--- src/rtl/ame_num_approx.sv ---
// ame_num_approx: power-of-two approximation of a signed operand via chunked scan.
// Build option AME_NUM_APPROX_ROUND_EN selects round-to-nearest; default is floor.
module ame_num_approx #(
  parameter int COMP_DATA_BITS = 64,
  parameter int SCAN_BITS      = 8
) (
  input  logic                              clk_i,
  input  logic                              rst_n_i,
  input  logic                              comp_init_i,
  output logic                              comp_busy_o,
  output logic                              comp_done_o,
  input  logic [COMP_DATA_BITS-1:0]         num_data_i,
  output logic [COMP_DATA_BITS-1:0]         num_approx_o,
  output logic                              num_approx_sign_o,
  output logic [$clog2(COMP_DATA_BITS)-1:0] num_approx_shift_o
);

  localparam int W  = COMP_DATA_BITS;
  localparam int N  = COMP_DATA_BITS / SCAN_BITS;
  localparam int CW = (N > 1) ? $clog2(N) : 1;
  localparam int PW = $clog2(COMP_DATA_BITS);

  localparam logic [1:0] IDLE  = 2'd0;
  localparam logic [1:0] SCAN  = 2'd1;
  localparam logic [1:0] ROUND = 2'd2;
  localparam logic [1:0] DONE  = 2'd3;

  logic [1:0]    state;
  logic [CW-1:0] cnt;
  logic [W-1:0]  mag;
  logic          sign;
  logic          found;
  logic [PW-1:0] pos;

  logic [PW-1:0]        base;
  logic [SCAN_BITS-1:0] chunk;
  logic [PW-1:0]        off;
  logic                 hit;
  logic [PW-1:0]        hit_pos;
  logic [PW-1:0]        rpos;
  logic [W-1:0]         approx_nxt;
  logic [PW-1:0]        shift_nxt;

  // Leading-one search inside the chunk selected by the counter
  always_comb begin
    base  = PW'(cnt) * PW'(SCAN_BITS);
    chunk = SCAN_BITS'(mag >> base);
    off   = '0;
    for (int i = 0; i < SCAN_BITS; i++) begin
      if (chunk[i]) off = PW'(i);
    end
    hit     = |chunk;
    hit_pos = base + off;
  end

  // Result bit position, optionally rounded to the nearer power of two
  always_comb begin
    rpos = pos;
`ifdef AME_NUM_APPROX_ROUND_EN
    if (pos != '0 && pos != PW'(W - 1) && mag[pos - 1'b1]) begin
      rpos = pos + 1'b1;
    end
`endif
    approx_nxt = found ? (W'(1) << rpos) : '0;
    shift_nxt  = found ? rpos : '0;
  end

  // Control FSM, operand capture and registered results
  always_ff @(posedge clk_i or negedge rst_n_i) begin
    if (!rst_n_i) begin
      state              <= IDLE;
      cnt                <= '0;
      mag                <= '0;
      sign               <= 1'b0;
      found              <= 1'b0;
      pos                <= '0;
      comp_busy_o        <= 1'b0;
      comp_done_o        <= 1'b0;
      num_approx_o       <= '0;
      num_approx_sign_o  <= 1'b0;
      num_approx_shift_o <= '0;
    end else begin
      case (state)
        IDLE: begin
          if (comp_init_i) begin
            sign        <= num_data_i[W-1];
            mag         <= num_data_i[W-1] ? -num_data_i : num_data_i;
            found       <= 1'b0;
            pos         <= '0;
            cnt         <= CW'(N - 1);
            comp_busy_o <= 1'b1;
            state       <= SCAN;
          end
        end
        SCAN: begin
          if (!found && hit) begin
            pos   <= hit_pos;
            found <= 1'b1;
          end
          if (cnt == '0) begin
            state <= ROUND;
          end else begin
            cnt <= cnt - 1'b1;
          end
        end
        ROUND: begin
          num_approx_o       <= approx_nxt;
          num_approx_shift_o <= shift_nxt;
          num_approx_sign_o  <= sign;
          comp_done_o        <= 1'b1;
          state              <= DONE;
        end
        default: begin
          comp_done_o <= 1'b0;
          comp_busy_o <= 1'b0;
          state       <= IDLE;
        end
      endcase
    end
  end

endmodule

--- config.mk ---
export PLATFORM = sky130hd
export DESIGN_NAME = ame_num_approx
export DESIGN_NICKNAME = d
export VERILOG_FILES = /design/src/rtl/ame_num_approx.sv
export SDC_FILE = /design/constraint.sdc
export NUM_CORES = 1
export LEC_CHECK = 0
export CORE_ASPECT_RATIO = 1.1
export CORE_MARGIN = 1.5
export CORE_UTILIZATION = 40
export DETAILED_ROUTE_END_ITERATION = 6
export SETUP_SLACK_MARGIN = 0.1
export SLEW_MARGIN = 0
export SYNTH_ARGS = -nofsm -noshare
export SYNTH_HDL_FRONTEND = slang
export SYNTH_SLANG_ARGS = --single-unit
export TNS_END_PERCENT = 30
--- constraint.sdc ---
create_clock -name clk_i -period 4.3 [get_ports clk_i]
set_clock_uncertainty 0.2 [all_clocks]
set_input_delay 0.645 -clock clk_i [delete_from_list [all_inputs] [get_ports clk_i]]
set_output_delay 0.645 -clock clk_i [all_outputs]
set_load 0.005 [all_outputs]
==> flow_summary.yaml <==
status:
  status: "finished clean"
yosys:
  synth-edff-count: 0
  syn-instance-count: 837
  synth_area_per_cell_um2: 9.51
  synth_fp_nets: 911
  mappedNetlistArea_um2: 7960
  ys_seq_area_frac: 0.472
  synthDistinctLibCells: 53
  synth_seq_cells: 150
  synth_async_sr_flop_share: 1.00
  ys_dominant_reg_cell: "sky130_fd_sc_hd__dfrtp_1"
  yosysWarnings: 0
drt:
  dr.first_iter.drc_count: 343
  wl_per_cell_um: 16.8
  vias_post_dr: 6558
  via_per_inst: 5.40
  antenna_left: 0
  wirelength_um: 20400
  drcViolationCount: 0
  firstDrtPassIters: 5
sta:
  grt_setup_unrepaired: "false"
  final.setup.worst_slack_ps: 1110
  worst_pin_slew_ps: 884
  report.final.setup_viol: 0
  minimum_period_implied_by_the_final_worst_setup_slack_ps: 3190
  slew_headroom: 0.410
  timing_max_transition_violations_final: 0
  fin_tns_setup_ps: 0
  finalCritPeriodShare: 0.742
  report.final.hold_viol_count: 0
  max_freq_ghz: 0.314
worst_setup_path:
  critical_path.max_fanout: 5
  timing.critical_path.from_type: "input port"
  critPathRequiredTime_ps: 4390
  slowest_stage: "sky130_fd_sc_hd__nor4b_1"
  crit_chain: "clkdlybuf4s50_1 > or4_1 > nor4b_1 > nand2_1 > o41ai_1 > xor2_1 > o21ai_1"
  worstPathArrival_ps: 3280
  worst_path_largest_cell_delay_ps: 640
  critical_path_class: "input port to register"
  critical_path.endpoint_type: "register"
  worst_r2r_path_depth: 6
die:
  std_cell_rows: 53
  starting_density: 0.412
  placeableCoreArea_um2: 19300
  die_y_um: 151
  total_die_area_um2: 20700
  dieWidth_um: 137
  pin_count: 140
clock_tree:
  cts.reportedPaths.clkPinSlew_ps: 70
  tritoncts_buffer_count: 17
  cts_hold_buf: 0
  h-tree-depth: 4
  clock_tree.buffer_depth: 2
  post_cts.resized_instances: 0
  tritoncts_clock_tree: "done"
  clock_sinks: 150
  clk-insertion-delay-late_ps: 430
  ctsRootBufferMaster: "sky130_fd_sc_hd__clkbuf_16"
  post_cts_buffers: 0
global_routing:
  antenna_violations_before_repair: 0
  grt_first_pass_wirelength_um: 33600
  first_global_vias: 6383
  grt_use_total: 0.210
  globalRoute.totalOverflow: 0
  grt_start_max_net_pins: 95
place:
  routability_driven_placement_congestion_ratio: 0.851
  place_ws_ps: 666
  dpl.hpwl_um: 15000
  io_buf_count: 139
pwr:
  cellLeakagePower_nw: 4.20
  irDropWorstVdd_mv: 0.356
  power.density_nw_per_um2: 548
cells_and_area:
  antenna-diode-count: 0
  finalNetCount: 1029
  final_layout_size_suffix_gt1_frac: 0.0857
  area_growth_syn_to_layout_pct: 27.2
run:
  number_of_maximum_capacitance_violations: 0
worst_hold_path:
  hold_path_class: "input port to asynchronous set/reset pin"
## power by group
| group | switching, mW | leakage (nW) | internal (mW) |
|---|---|---|---|
| registers | 0.386 | 1.97 | 1.80 |
| logic | 1.07 | 1.96 | 0.843 |
| clock network | 0.641 | 0.267 | 0.810 |
| total | 2.10 | 4.20 | 3.45 |
## synth_stat cells, drive strengths merged (7+ instances only)
library cell  number  area share
o41ai             23       0.032
o21ai             90       0.057
o22ai             69       0.054
nand3             26       0.016
nor3               9      0.0057
mux2i             20       0.025
or4               10      0.0099
or2                7      0.0055
clkbuf            41       0.019
buf                8      0.0069
nor2              19      0.0090
or3                9      0.0083
nand4              8      0.0063
o31ai             20       0.020
a21oi              9      0.0057
xor2              60       0.066
mux2               8       0.011
ha                 7       0.011
nand2             96       0.045
inv               88       0.042
nor4               7       0.010
dfrtp            150        0.47
## layout by cell type, fill, tap and decap left out, types with 8 or more instances in the layout
master and n:
sky130_fd_sc_hd__a21oi_1 9, sky130_fd_sc_hd__clkbuf_16 17, sky130_fd_sc_hd__clkdlybuf4s50_1 137, sky130_fd_sc_hd__dfrtp_1 150
sky130_fd_sc_hd__inv_1 88, sky130_fd_sc_hd__mux2_2 8, sky130_fd_sc_hd__mux2i_1 20, sky130_fd_sc_hd__nand2_1 95
sky130_fd_sc_hd__nand3_1 26, sky130_fd_sc_hd__nand4_1 8, sky130_fd_sc_hd__nor2_1 19, sky130_fd_sc_hd__nor3_1 9
sky130_fd_sc_hd__o21ai_0 74, sky130_fd_sc_hd__o21ai_1 16, sky130_fd_sc_hd__o22ai_1 69, sky130_fd_sc_hd__o31ai_1 19
sky130_fd_sc_hd__o41ai_1 16, sky130_fd_sc_hd__or4_1 9, sky130_fd_sc_hd__xor2_1 60
## final cells by class
type,instances,area (um2)
inverters,88,330
fillers,1833,9180
clock inverters,15,148
clock buffers,17,425
well taps,247,309
repair buffers,148,1480
flip-flops and latches,150,3750
multi-input cells,550,3670
## metal layers
layer / track usage / routed length, um / vias to the layer above / part of all wire
met5: 0 / 0 / - / 0
met4: 0.0779 / 486 / 0 / 0.024
met3: 0.0382 / 851 / 33 / 0.042
met2: 0.343 / 9770 / 191 / 0.48
met1: 0.277 / 9340 / 3097 / 0.46
li1: - / - / 3237 / -
## sequential cells by signal, summed over array words and instances, names as in the netlist
register / count
cnt: 3
num_approx_o: 64
state: 2
comp_busy_o: 1
found: 1
num_approx_sign_o: 1
pos: 6
comp_done_o: 1
num_approx_shift_o: 6
sign: 1
mag: 64
## critical path, delay by kind of cell
family / cells / cell delay (ps)
AND/OR/NAND/NOR: 3 / 1370
buffers and inverters: 1 / 540
AO/OA/AOI/OAI: 2 / 540
XOR/XNOR: 1 / 180
## per-stage QoR
stage	util	cells	instance area, um2	hold slack, ps	power [mW]
floorplan	-	837	7960	149	3.43
global placement	0.495	1183	9550	262	4.11
detailed placement	0.495	1183	9550	264	4.14
CTS	0.524	1215	10100	138	5.60
global route	0.524	1215	10100	150	5.95
finish	0.524	1215	10100	87.0	5.55
## worst paths after layout
| path | startpoint | endpoint | slack (ps) |
|---|---|---|---|
| hold reg to reg | mag[25] | mag[25] | 270 |
| setup / recovery | num_data_i[47] | mag[60] | 1110 |
| setup reg to reg | cnt[1] | pos[3] | 1400 |
| max in group asynchronous | rst_n_i | mag[21] | 3000 |
| hold / removal | rst_n_i | num_approx_o[45] | 90 |
| min in group clk_i | mag[25] | mag[25] | 270 |
## kinds of logic after synthesis
| kind of cell | synth area share |
|---|---|
| simple gates | 0.131 |
| mux | 0.0535 |
| buf+inv | 0.0678 |
| compound gates | 0.198 |
| flops | 0.472 |
| fa+ha+maj | 0.0110 |
| xor+xnor | 0.0671 |
No activity file was read; power rests on OpenSTA's default activity.
